===== src/rtl/reversible_16bit_divider_if.sv =====
// Start/busy/done handshake and operand/result bus for the sequential divider.
interface reversible_16bit_divider_if #(
    parameter int unsigned WIDTH = 16
);
    logic             start;
    logic [WIDTH-1:0] A;
    logic [WIDTH-1:0] B;
    logic             busy;
    logic             done;
    logic [WIDTH-1:0] Q;
    logic [WIDTH-1:0] R;
    logic             div_by_zero;

    modport master (
        output start, A, B,
        input  busy, done, Q, R, div_by_zero
    );

    modport slave (
        input  start, A, B,
        output busy, done, Q, R, div_by_zero
    );
endinterface


===== src/rtl/reversible_16bit_divider.sv =====
// Restoring unsigned divider: one quotient bit per clock, trial subtract done as
// an add of the inverted divisor with carry-in 1.
module reversible_16bit_divider #(
    parameter int unsigned WIDTH = 16
) (
    input  logic                        clk,
    input  logic                        rst,
    reversible_16bit_divider_if.slave   bus
);
    localparam int unsigned CntW = $clog2(WIDTH);

    typedef enum logic [1:0] {StIdle, StRun, StDone} state_e;

    state_e           state_q, state_d;
    logic [WIDTH-1:0] dvd_q, dvd_d;
    logic [WIDTH-1:0] dvs_q, dvs_d;
    logic [WIDTH-1:0] p_q, p_d;
    logic [CntW-1:0]  cnt_q, cnt_d;
    logic [WIDTH-1:0] q_q, q_d;
    logic [WIDTH-1:0] r_q, r_d;
    logic             dbz_q, dbz_d;

    logic [WIDTH:0]   p_shift;
    logic [WIDTH:0]   trial;
    logic             qbit;

    // The dividend register doubles as the quotient register: each shift pushes
    // a dividend bit out of the top and the new quotient bit in at the bottom.
    // P stays below the divisor, so its top bit is always 0 and is not stored.
    always_comb begin
        state_d = state_q;
        dvd_d   = dvd_q;
        dvs_d   = dvs_q;
        p_d     = p_q;
        cnt_d   = cnt_q;
        q_d     = q_q;
        r_d     = r_q;
        dbz_d   = dbz_q;

        p_shift = {1'b0, p_q[WIDTH-1:0]} << 1 | {{WIDTH{1'b0}}, dvd_q[WIDTH-1]};
        trial   = p_shift + ~{1'b0, dvs_q} + {{WIDTH{1'b0}}, 1'b1};
        qbit    = ~trial[WIDTH];

        unique case (state_q)
            StIdle: begin
                if (bus.start) begin
                    if (bus.B == '0) begin
                        state_d = StDone;
                        q_d     = '1;
                        r_d     = bus.A;
                        dbz_d   = 1'b1;
                    end else begin
                        state_d = StRun;
                        dvd_d   = bus.A;
                        dvs_d   = bus.B;
                        p_d     = '0;
                        cnt_d   = '0;
                    end
                end
            end
            StRun: begin
                dvd_d = {dvd_q[WIDTH-2:0], qbit};
                p_d   = qbit ? trial[WIDTH-1:0] : p_shift[WIDTH-1:0];
                cnt_d = cnt_q + 1'b1;
                if (cnt_q == CntW'(WIDTH - 1)) begin
                    state_d = StDone;
                    q_d     = dvd_d;
                    r_d     = p_d;
                    dbz_d   = 1'b0;
                end
            end
            StDone: state_d = StIdle;
            default: state_d = StIdle;
        endcase
    end

    always_ff @(posedge clk) begin
        if (rst) begin
            state_q <= StIdle;
            dvd_q   <= '0;
            dvs_q   <= '0;
            p_q     <= '0;
            cnt_q   <= '0;
            q_q     <= '0;
            r_q     <= '0;
            dbz_q   <= 1'b0;
        end else begin
            state_q <= state_d;
            dvd_q   <= dvd_d;
            dvs_q   <= dvs_d;
            p_q     <= p_d;
            cnt_q   <= cnt_d;
            q_q     <= q_d;
            r_q     <= r_d;
            dbz_q   <= dbz_d;
        end
    end

    assign bus.busy        = (state_q == StRun);
    assign bus.done        = (state_q == StDone);
    assign bus.Q           = q_q;
    assign bus.R           = r_q;
    assign bus.div_by_zero = dbz_q;
endmodule


===== src/flat_wrapper.sv =====
// flat-port wrapper written by rule: the top's interface ports become plain ports
module reversible_16bit_divider_flat 
#(
    parameter int unsigned WIDTH = 16
)
  (clk, rst, bus_start, bus_A, bus_B, bus_busy, bus_done, bus_Q, bus_R, bus_div_by_zero);
  reversible_16bit_divider_if #(.WIDTH(WIDTH)) bus_i ();
  input  logic clk;
  input  logic rst;
  input wire logic [$bits(bus_i.start)-1:0] bus_start;
  input wire logic [$bits(bus_i.A)-1:0] bus_A;
  input wire logic [$bits(bus_i.B)-1:0] bus_B;
  output wire logic [$bits(bus_i.busy)-1:0] bus_busy;
  output wire logic [$bits(bus_i.done)-1:0] bus_done;
  output wire logic [$bits(bus_i.Q)-1:0] bus_Q;
  output wire logic [$bits(bus_i.R)-1:0] bus_R;
  output wire logic [$bits(bus_i.div_by_zero)-1:0] bus_div_by_zero;
  assign bus_i.start = bus_start;
  assign bus_i.A = bus_A;
  assign bus_i.B = bus_B;
  assign bus_busy = bus_i.busy;
  assign bus_done = bus_i.done;
  assign bus_Q = bus_i.Q;
  assign bus_R = bus_i.R;
  assign bus_div_by_zero = bus_i.div_by_zero;
  reversible_16bit_divider #(.WIDTH(WIDTH)) u_core (.clk(clk), .rst(rst), .bus(bus_i));
endmodule

===== config.mk =====
export PLATFORM = sky130hd
export DESIGN_NAME = reversible_16bit_divider_flat
export DESIGN_NICKNAME = d
export VERILOG_FILES = /design/src/rtl/reversible_16bit_divider_if.sv /design/src/rtl/reversible_16bit_divider.sv /design/src/flat_wrapper.sv
export SDC_FILE = /design/constraint.sdc
export NUM_CORES = 1
export LEC_CHECK = 0
export BUFFER_PORTS_ARGS = -buffer_cell sky130_fd_sc_hd__buf_4
export CAP_MARGIN = 40
export CORE_MARGIN = 10
export CORE_UTILIZATION = 40
export DETAILED_ROUTE_END_ITERATION = 10
export HOLD_SLACK_MARGIN = 0.15
export PLACE_DENSITY_LB_ADDON = 0.08
export SETUP_SLACK_MARGIN = 0.2
export SLEW_MARGIN = 20
export SYNTH_ARGS = -nofsm -noshare
export SYNTH_HDL_FRONTEND = slang
export SYNTH_SLANG_ARGS = --single-unit

===== constraint.sdc =====
create_clock -name clk -period 7.1 [get_ports clk]
set_clock_uncertainty 0.05 [all_clocks]
set_input_delay 1.065 -clock clk [delete_from_list [all_inputs] [get_ports clk]]
set_output_delay 1.065 -clock clk [all_outputs]
set_load 0.05 [all_outputs]

-- Word-level counts from Yosys, hierarchy flattened
Cells that the tools add are included.
- bits in registers: 87
- input bits: 35
- $add $sub $neg: 3
- eq/ne operators: 7
- multiplexer cells: 26
- bitwise logic cells: 4
- reduce and logical (&&, ||, !) cells: 7
- operator list (operator ; count):
    16-bit two-way mux ; 11
    16-bit case mux with 2 select lines ; 4
    17-bit by 1-bit adder with 17-bit output (second input constant) ; 1
    17-bit adder ; 1
    16-bit inverter with 17-bit output ; 1
    17-bit by 1-bit bitwise OR with 17-bit output ; 1
    16-bit zero test ; 1
    4-bit two-way mux ; 2
    4-bit case mux with 2 select lines ; 1
    2-bit two-way mux ; 3
    3-bit AND reduction ; 2
    4-bit by 1-bit adder with 4-bit output (second input constant) ; 1
    4-bit equality test (second input constant) ; 1
    2-bit by 1-bit inequality test with 1-bit output (second input constant) ; 2
    2-bit inequality test (second input constant) ; 2
    2-bit case mux with 2 select lines ; 1
    4-bit AND reduction ; 1
    1-bit two-way mux ; 3
    2-bit by 1-bit equality test with 1-bit output (second input constant) ; 1
    2-bit equality test (second input constant) ; 1
    2-bit zero test ; 1
    1-bit inverter ; 2
    1-bit case mux with 2 select lines ; 1
    2-bit AND reduction ; 1
    2-bit nonzero test ; 1

-- Depth between registers and ports, before layout
Gate-level depths: netlist (run 1).
- depth in word-level cells: 6
- depth in mapped cells: 12

-- Worst setup path before layout (run 1)
Ideal clock, no wire load.
- path type: input -> register
- start: in bus_B[6]
- end: reg u_core.p_q[1]
- library setup time: 0.070 ns
- data arrival time: 2.542 ns
- required time: 6.980 ns
- path slack: 4.438 ns
- stages on the path: 8
- path buffers: 2
- cell sequence: nor4_1 -> nand4_1 -> and2_1 -> clkbuf_1 -> nor2_1 -> clkbuf_1 -> nand2_1 -> a21oi_1
- longest elaborated chain between the ends: 3
- RTL lines (item ; line ; source):
    from (decl) ; flat_wrapper.sv:12 ; input wire logic [$bits(bus_i.B)-1:0] bus_B;
    16-bit zero test ; reversible_16bit_divider.sv:47 ; if (bus.B == '0) begin
    2-bit inequality test (no source line) ; -- ;
    3-bit AND reduction (no source line) ; -- ;
    to (signal assigned) ; reversible_16bit_divider.sv:91 ; p_q <= p_d;
    to (decl) ; reversible_16bit_divider.sv:17 ; logic [WIDTH-1:0] p_q, p_d;
No other way between the ends.
A chain may end at the register's enable or synchronous reset.

-- Worst setup path after layout (run 1)
- start: in bus_B[9]
- end: reg u_core.r_q[13] (netlist: u_core.bus.R[13])
- longest elaborated chain between the ends: 3
- RTL lines (item ; line ; source):
    16-bit zero test ; reversible_16bit_divider.sv:47 ;
    2-bit by 1-bit inequality test with 1-bit output (no source line) ; -- ;
    4-bit AND reduction (no source line) ; -- ;
    to (signal assigned) ; reversible_16bit_divider.sv:94 ; r_q <= r_d;
    to (decl) ; reversible_16bit_divider.sv:20 ; logic [WIDTH-1:0] r_q, r_d;
No other way between the ends.

==> impl_metrics.ini, run 1 <==
[synth]
synthArstFlopShare_pct = 0
synthTopCellsByArea = dfxtp_1, nand2_1, ha_1, nor2_1, a21oi_1
yosys.area.top_type = dfxtp_1
synth-edff-count = 0
syn-cell-area_mm2 = 0.00454
netlist_instances = 516
avgSynthCellArea_um2 = 8.79
ys_seq_elements = 87
synth_seq_area_share_pct = 38.4
post-synth-top-area-fraction_pct = 38.4
ys.flop_type = dfxtp_1
yosysUniqueCellTypes = 65
yosys_warnings = 0
syn-num-nets = 569

[setup_path]
end_kind = register
arrival_ns = 3.70
cp_top_family = simple AND/OR/NAND/NOR gates
path_cells = buf_4, nor4_1, nand4_1, mux2i_1, nand2_2, nand2_1, buf_4, o21ai_0, nor4_1, or3_1
path_buf_inv = 2
cpPeakStageDelay_ns = 0.47
startpoint_type = primary input
path_class = in2reg
cp_slowest_cell = nor4_1
crit_path_max_fanout = 26
crit_required_ns = 7.33

[power_and_ir_drop]
design_power_total_mw = 1.74
power.density_mw_per_mm2 = 326
vdd_drop_max_v = 0.000166
p_leak_nw = 2.13

[timing]
slew_violations = 0
worst_slew_pin_slew_ns = 0.775
hold_viol = 0
fin_crit_ns = 3.47
max_freq_ghz = 0.288
maxSlewHeadroom_pct = 48.1
rsz0062_at_grt = false
period_share_pct = 48.8
setup_viol = 0
setup-tns-final_ns = 0

[clock_tree]
clk_pin_slew_ns = 0.06
cts_root_buffer = clkbuf_16
htreeDepth = 3
clock_path_buffers = 2
ctsHoldBuffers = 0
cts_buffers = 9
clkSinkCount = 87
cts_tree = done
cts_resized = 0
clock_latency_ns = 0.33
cts_setup_buffers = 0

[placed_design]
placed_cells = 699
port_buffers = 69
dp_hpwl_mm = 9.15
gp_congestion = 0.804
place_area_mm2 = 0.00506

[global_route]
grt_max_degree = 64
grt.total_usage_pct = 15.3
antenna_found_initial = 0
grt_pass1_wl_mm = 20.5
grt-ovfl-total = 0
grt_pass1_vias = 3946

[floorplanning]
pin_count = 70
start_util_pct = 41.3
die_w_um = 126
placementRows = 38
dieArea_mm2 = 0.0160
die_h_um = 126
core_area_mm2 = 0.0110

[flow_run]
cap_violations = 0

[route]
drc = 0
via_per_inst = 5.69
wl_per_cell_um = 17.6
wl_mm = 12.6
vias = 4071
ant_nets = 0
first_pass_iters = 7
drt_iter0_drc = 375

[final_layout]
fin_nets = 624
diodes = 0
final_cell_area_mm2 = 0.00535
area_growth_pct = 18.0
drive_gt1_share_pct = 24.5
stdcell_count = 716
final_util_pct = 48.7

[min_path]
min_path_type = reg2reg

[status]
status = finished clean
## sequential cells by signal, indices dropped and copies added (netlist names)
register and count:
u_core.state_q 2, u_core.bus.R 16, u_core.bus.Q 16, u_core.p_q 16, u_core.bus.div_by_zero 1, u_core.dvs_q 16, u_core.dvd_q 16, u_core.cnt_q 4
## cell type report
class	count	area, um2
clock buffers	10	229
well taps	140	175
flip-flops and latches	87	1740
multi-input cells	373	2500
repair buffers	73	546
clock inverters	6	61.3
fillers	1088	5630
inverters	27	101
## per-layer routing
| layer | GRT usage, % | share of wire (%) |
|---|---|---|
| met4 | 3.48 | 1.1 |
| met3 | 3.62 | 5.8 |
| met5 | 0 | 0 |
| met2 | 24.4 | 46 |
| met1 | 20.5 | 48 |
## kinds of logic after synthesis
group	share of synthesized area, %
AO/OA/AOI/OAI	28.2
XOR/XNOR	2.70
adder cells (fa/ha/maj)	5.13
buffers and inverters	6.59
flip-flops	38.4
multiplexers	1.35
AND/OR/NAND/NOR	17.6
## cells in the mapped netlist (4+ instances only)
master	instances
a211oi_2	8
and3_1	4
inv_1	26
mux2i_1	5
nand2_1	60
o221a_2	15
a222oi_1	15
o21ai_1	5
a21oi_1	39
clkbuf_8	7
nor2b_1	4
nor2_1	55
clkbuf_1	18
xnor2_1	12
ha_1	17
nand2b_1	4
nor4_1	9
dfxtp_1	87
a21o_1	4
a211oi_1	5
nand4_1	5
o21ai_0	34
nor3_1	11
a22oi_2	5
or3_1	5
## worst paths after layout
kind,cells after the start,from,slack [ns],endpoint
worst max register to register,12,u_core.dvd_q[15],3.98,u_core.p_q[14]
worst max-delay path,10,bus_B[9],3.63,u_core.bus.R[13]
worst min register to register,2,u_core.dvs_q[4],0.41,u_core.dvs_q[4]
worst min-delay path,2,u_core.dvs_q[4],0.41,u_core.dvs_q[4]
## report_power, final
part	switching, mW	total [mW]	leakage (nW)	internal (mW)
Sequential	0.0330	0.553	0.707	0.520
Clock	0.199	0.471	0.142	0.272
Combinational	0.446	0.720	1.28	0.274
## through the flow
stage | hold slack (ns) | setup slack [ns]
finish | 0.405 | 3.63
detailed placement | 0.400 | 3.37
global route | 0.429 | 3.41
CTS | 0.409 | 3.71
global placement | 0.397 | 3.50
floorplan | 0.385 | 4.44
## worst reg2reg max path, delay by kind of cell, from the launching register on
kind	cells	cell delay (ns)
compound gates	5	0.92
simple gates	2	0.66
fa+ha+maj	2	0.57
flops	1	0.35
mux	1	0.32
buf+inv	2	0.14
## placed cells by master (no fill, tap or decap), types with 8 or more instances in the layout
| master | instances |
|---|---|
| ha_1 | 17 |
| buf_4 | 72 |
| clkbuf_16 | 9 |
| a222oi_1 | 15 |
| a21oi_1 | 39 |
| dfxtp_1 | 87 |
| xnor2_1 | 12 |
| nand2_1 | 60 |
| nor2_1 | 55 |
| o221a_2 | 15 |
| nor4_1 | 9 |
| a211oi_2 | 8 |
| inv_1 | 26 |
| o21ai_0 | 34 |
| nor3_1 | 11 |
(Power assumes the default switching activity.)
==> inputs of run 2 (changes only) <==
- clock period: 7.1 -> 3.11 ns (I/O delays scaled with it)
==> run 2 against run 1 <==
  * Sequential power up 130%
  * Power up 140%
  * Wire length up 5.6%
  * Final area up 3.7%
  * First-iteration DRC count up 27%
  * Sequential cell count unchanged
  * Critical path depth up 2
  * Combinational power up 150%
  * Count of clock-buffer cells in the layout up 1
  * Register-to-register slack worse by 3.6 ns
  * Setup slack worse by 3.3 ns
  * Global-route usage up 0.77 points
==> impl_metrics.ini, run 2 (synthesized netlist as in run 1, its figures left out) <==
[timing]
fin_crit_ns = 2.77
whs_ns = 0.330
maxSlewHeadroom_pct = 55.7
max_freq_ghz = 0.362
period_share_pct = 88.9
slew_violations = 0
setup-tns-final_ns = 0
rsz0062_at_grt = false
hold_viol = 0
fin_ws_ns = 0.344
worst_slew_pin_slew_ns = 0.647
setup_viol = 0

[setup_path]
startpoint_type = register
arrival_ns = 2.94
crit_required_ns = 3.29
crit_path_max_fanout = 4
path_class = reg2reg
end_kind = register

[clock_tree]
htreeDepth = 3
cts_root_buffer = clkbuf_16
clock_latency_ns = 0.34
cts_tree = done
cts_buffers = 9
clk_pin_slew_ns = 0.06
clkSinkCount = 87
clock_path_buffers = 2

[placed_design]
dp_hpwl_mm = 9.95
port_buffers = 69
preCtsSetupSlack_ns = 0.0777
gp_congestion = 0.872

[power_and_ir_drop]
p_leak_nw = 2.21
vdd_drop_max_v = 0.000360
power.density_mw_per_mm2 = 760

[status]
status = finished clean

[floorplanning]
core_area_mm2 = 0.0110
start_util_pct = 41.3
die_h_um = 126
die_w_um = 126
placementRows = 38
pin_count = 70
dieArea_mm2 = 0.0160

[flow_run]
cap_violations = 0

[min_path]
min_path_type = in2reg

[route]
wl_mm = 13.3
via_per_inst = 5.66
ant_nets = 0
vias = 4118
drt_iter0_drc = 476
drc = 0
wl_per_cell_um = 18.3
first_pass_iters = 6

[final_layout]
fill_cells = 1064
final_common_cell = dfxtp_1
drive_gt1_share_pct = 27.4
multi_input_area_mm2 = 0.00258
ff_latch_area_mm2 = 0.00174
mostFrequentLayoutCells = dfxtp_1, buf_4, nand2_1
area_growth_pct = 22.4
final_util_pct = 50.5
diodes = 0
fin_nets = 635

[global_route]
grt.total_usage_pct = 16.1
grt_pass1_wl_mm = 21.3
antenna_found_initial = 0
grt-ovfl-total = 0
grt_max_degree = 44
grt_pass1_vias = 3984
-- run 2: metal layers --
metal  global-route usage (%)  part of all wire, %  up-vias
li1                         -                    -     2022
met1                     20.8                   46     1950
met2                     26.5                   47      132
met3                     3.46                  5.4       14
met4                     4.35                  1.4        0
met5                        0                    0        -
-- run 2: layout make-up --
type,count,area share [%]
Timing Repair Buffer,84,11.4
Sequential cell,87,31.4
Inverter,27,1.83
Tap cell,140,3.16
Multi-Input combinational cell,373,46.6
Clock inverter,5,1.15
Clock buffer,11,4.55
-- run 2: repair_timing --
item / in CTS / in global routing
gates resized for setup: 1 / 18
setup endpoints to repair: 2 / 34
hold buffers: 0 / 0
pin swaps: 0 / 5
endpoints found under the hold margin: 0 / 0
setup buffers: 0 / 2
-- run 2: worst paths after layout --
kind | startpoint | end | slack (ns) | cells past startpoint
worst min-delay path | bus_B[2] | u_core.dvs_q[2] | 0.33 | 3
worst max register to register | u_core.dvd_q[15] | u_core.p_q[14] | 0.34 | 12
worst min register to register | u_core.dvs_q[7] | u_core.dvs_q[7] | 0.40 | 2
worst max-delay path | u_core.dvd_q[15] | u_core.p_q[14] | 0.34 | 12
-- run 2: through the flow --
stage | cell area (um2) | instances | total power, mW
final | 5550 | 727 | 4.22
after floorplan | 4540 | 516 | 2.54
after global routing | 5550 | 727 | 4.44
after global placement | 5130 | 709 | 2.89
after CTS | 5450 | 725 | 4.06
after detailed placement | 5130 | 709 | 2.91
-- run 2: worst max-delay path, stage by stage (launching register included) --
cell,delay (ns)
dfxtp_2,0.34
inv_1,0.06
ha_2,0.17
inv_1,0.06
fa_2,0.39
a21oi_4,0.20
o2bb2ai_4,0.09
or3_4,0.39
a41oi_4,0.27
mux2i_1,0.21
o311ai_1,0.11
mux2i_1,0.23
o21ai_1,0.08
-- run 2: where the power goes --
part	switching (mW)	internal [mW]
sequential	0.0862	1.19
clock	0.472	0.674
combinational	1.08	0.713
==> inputs of run 3 (changes only) <==
- REMOVE_ABC_BUFFERS: unset -> 1
==> run 3 against run 2 <==
  * Combinational power hardly changed
  * Via count fell by 1.9%
  * Power shrank 0.12%
  * Setup slack worse by 0.0083 ns
  * Non-clock buffer count up 3
  * Sequential power about the same
==> impl_metrics.ini, run 3 (synthesized netlist as in run 1, its figures left out) <==
[status]
status = finished clean

[min_path]
min_to = u_core.dvs_q[1]
min_path_type = in2reg
hp-start = bus_B[1]
min_path_cells = 3

[placed_design]
port_buffers = 69
place_area_mm2 = 0.00515
placed_cells = 712
dp_hpwl_mm = 9.68
gp_congestion = 0.825
preCtsSetupSlack_ns = 0.253

[global_route]
use_met3_pct = 3.67
grt.total_usage_pct = 16.0
grt_max_degree = 48
grt-ovfl-total = 0
grt_pass1_vias = 4067
grt-busiest-layer = met2
antenna_found_initial = 0
use_met1_pct = 20.3
met2_usage_pct = 25.9
grt_pass1_wl_mm = 21.2

[setup_path]
path_buf_inv = 2
crit_required_ns = 3.28
startpoint_type = register
reg2reg_slack_ns = 0.34
cp_top_family = compound AO/OA/AOI/OAI gates
cp_slowest_cell = or3_4
timing.rr.start = u_core.dvd_q[15]
crit_path_max_fanout = 4
ff2ff_path_depth = 12
path_class = reg2reg
timing.rr.end = u_core.p_q[14]
arrival_ns = 2.95
path_cells = inv_1, ha_1, inv_1, fa_2, a21oi_2, o2bb2ai_4, or3_4, a41oi_4, mux2i_1, o311ai_0, mux2i_1, o21ai_1
cpPeakStageDelay_ns = 0.39
end_kind = register

[floorplanning]
placementRows = 38
start_util_pct = 41.3
dieArea_mm2 = 0.0160
core_area_mm2 = 0.0110
pin_count = 70
die_w_um = 126
die_h_um = 126

[power_and_ir_drop]
switching_share_pct = 38.3
p_int_mw = 2.60
p_leak_nw = 2.22
combPwrFrac_pct = 43.1
design_power_total_mw = 4.21
vdd_drop_max_v = 0.000445
p_clk_share_pct = 26.8
power.density_mw_per_mm2 = 758
seqPwrFrac_pct = 30.1
p_sw_mw = 1.61

[route]
via_per_inst = 5.54
wl_mm = 13.1
wl_per_cell_um = 17.9
drt_iter0_drc = 407
first_pass_iters = 8
drc = 0
vias = 4041
ant_nets = 0

[timing]
max_freq_ghz = 0.360
setup_viol = 0
fin_crit_ns = 2.77
hold_viol = 0
setup-tns-final_ns = 0
whs_ns = 0.329
fin_ws_ns = 0.336
worst_slew_pin_slew_ns = 0.723
period_share_pct = 89.2
slew_violations = 0
rsz0062_at_grt = true
maxSlewHeadroom_pct = 50.5

[final_layout]
ff_latch_area_mm2 = 0.00174
final_util_pct = 50.6
final_cell_area_mm2 = 0.00556
fin_nets = 638
drive_gt1_share_pct = 27.3
fill_cells = 1081
multi_input_area_mm2 = 0.00257
diodes = 0
stdcell_count = 730
area_growth_pct = 22.5
mostFrequentLayoutCells = buf_4, dfxtp_1, nand2_1

[clock_tree]
cts_tree = done
clock_latency_ns = 0.34
cts_buffers = 9
clock_path_buffers = 2
clk_pin_slew_ns = 0.06
cts_root_buffer = clkbuf_16
clkSinkCount = 87
htreeDepth = 3
ctsHoldBuffers = 0

[flow_run]
cap_violations = 0
-- run 3: changes by cell type in the layout (fill, tap and decap cells not counted), sizes merged --
cell	delta
clkbuf	+1
clkinvlp	-1
buf	+3
inv	-1
clkinv	+1
-- run 3: final cells by class --
type / count / area share, %
inverters: 27 / 1.82
well taps: 140 / 3.15
repair buffers: 87 / 11.8
clock inverters: 4 / 0.946
flip-flops and latches: 87 / 31.4
multi-input cells: 373 / 46.4
clock buffers: 12 / 4.62
-- run 3: worst min-delay path: cells and delay by family --
kind	cells	cell delay (ns)
buffers and inverters	1	0.11
AND/OR/NAND/NOR	1	0.05
AO/OA/AOI/OAI	1	0.05
-- run 3: worst max path at each step --
stage / from / to / slack, ns / depth (start not counted)
finish: u_core.dvd_q[15] / u_core.p_q[14] / 0.34 / 12
global route: u_core.dvd_q[15] / u_core.p_q[14] / 0.16 / 12
CTS: u_core.dvd_q[15] / u_core.bus.R[1] / 0.23 / 12
detailed placement: u_core.dvd_q[15] / u_core.bus.R[1] / 0.25 / 12
global placement: bus_B[9] / u_core.bus.R[13] / 0.32 / 9
floorplan: u_core.dvd_q[15] / u_core.bus.R[14] / 0.53 / 12
-- run 3: routing by layer --
layer / wire, um / part of all wire, %
met2: 6210 / 48
met5: 0 / 0
met4: 304 / 2.3
met3: 579 / 4.4
met1: 5970 / 46
-- run 3: what timing repair did --
item | CTS | global route
gates resized for setup | 0 | 15
setup endpoints to repair | 0 | 31
buffers inserted | 0 | 2
-- run 3: power groups by stage --
stage	Sequential, mW	Clock [mW]	Combinational, mW
6_report	1.27	1.13	1.82
3_5_place_dp	1.29	0	1.64
4_1_cts	1.27	1.15	1.65
3_3_place_gp	1.29	0	1.64
5_1_grt	1.28	1.18	1.99
2_1_floorplan	1.26	0	1.25
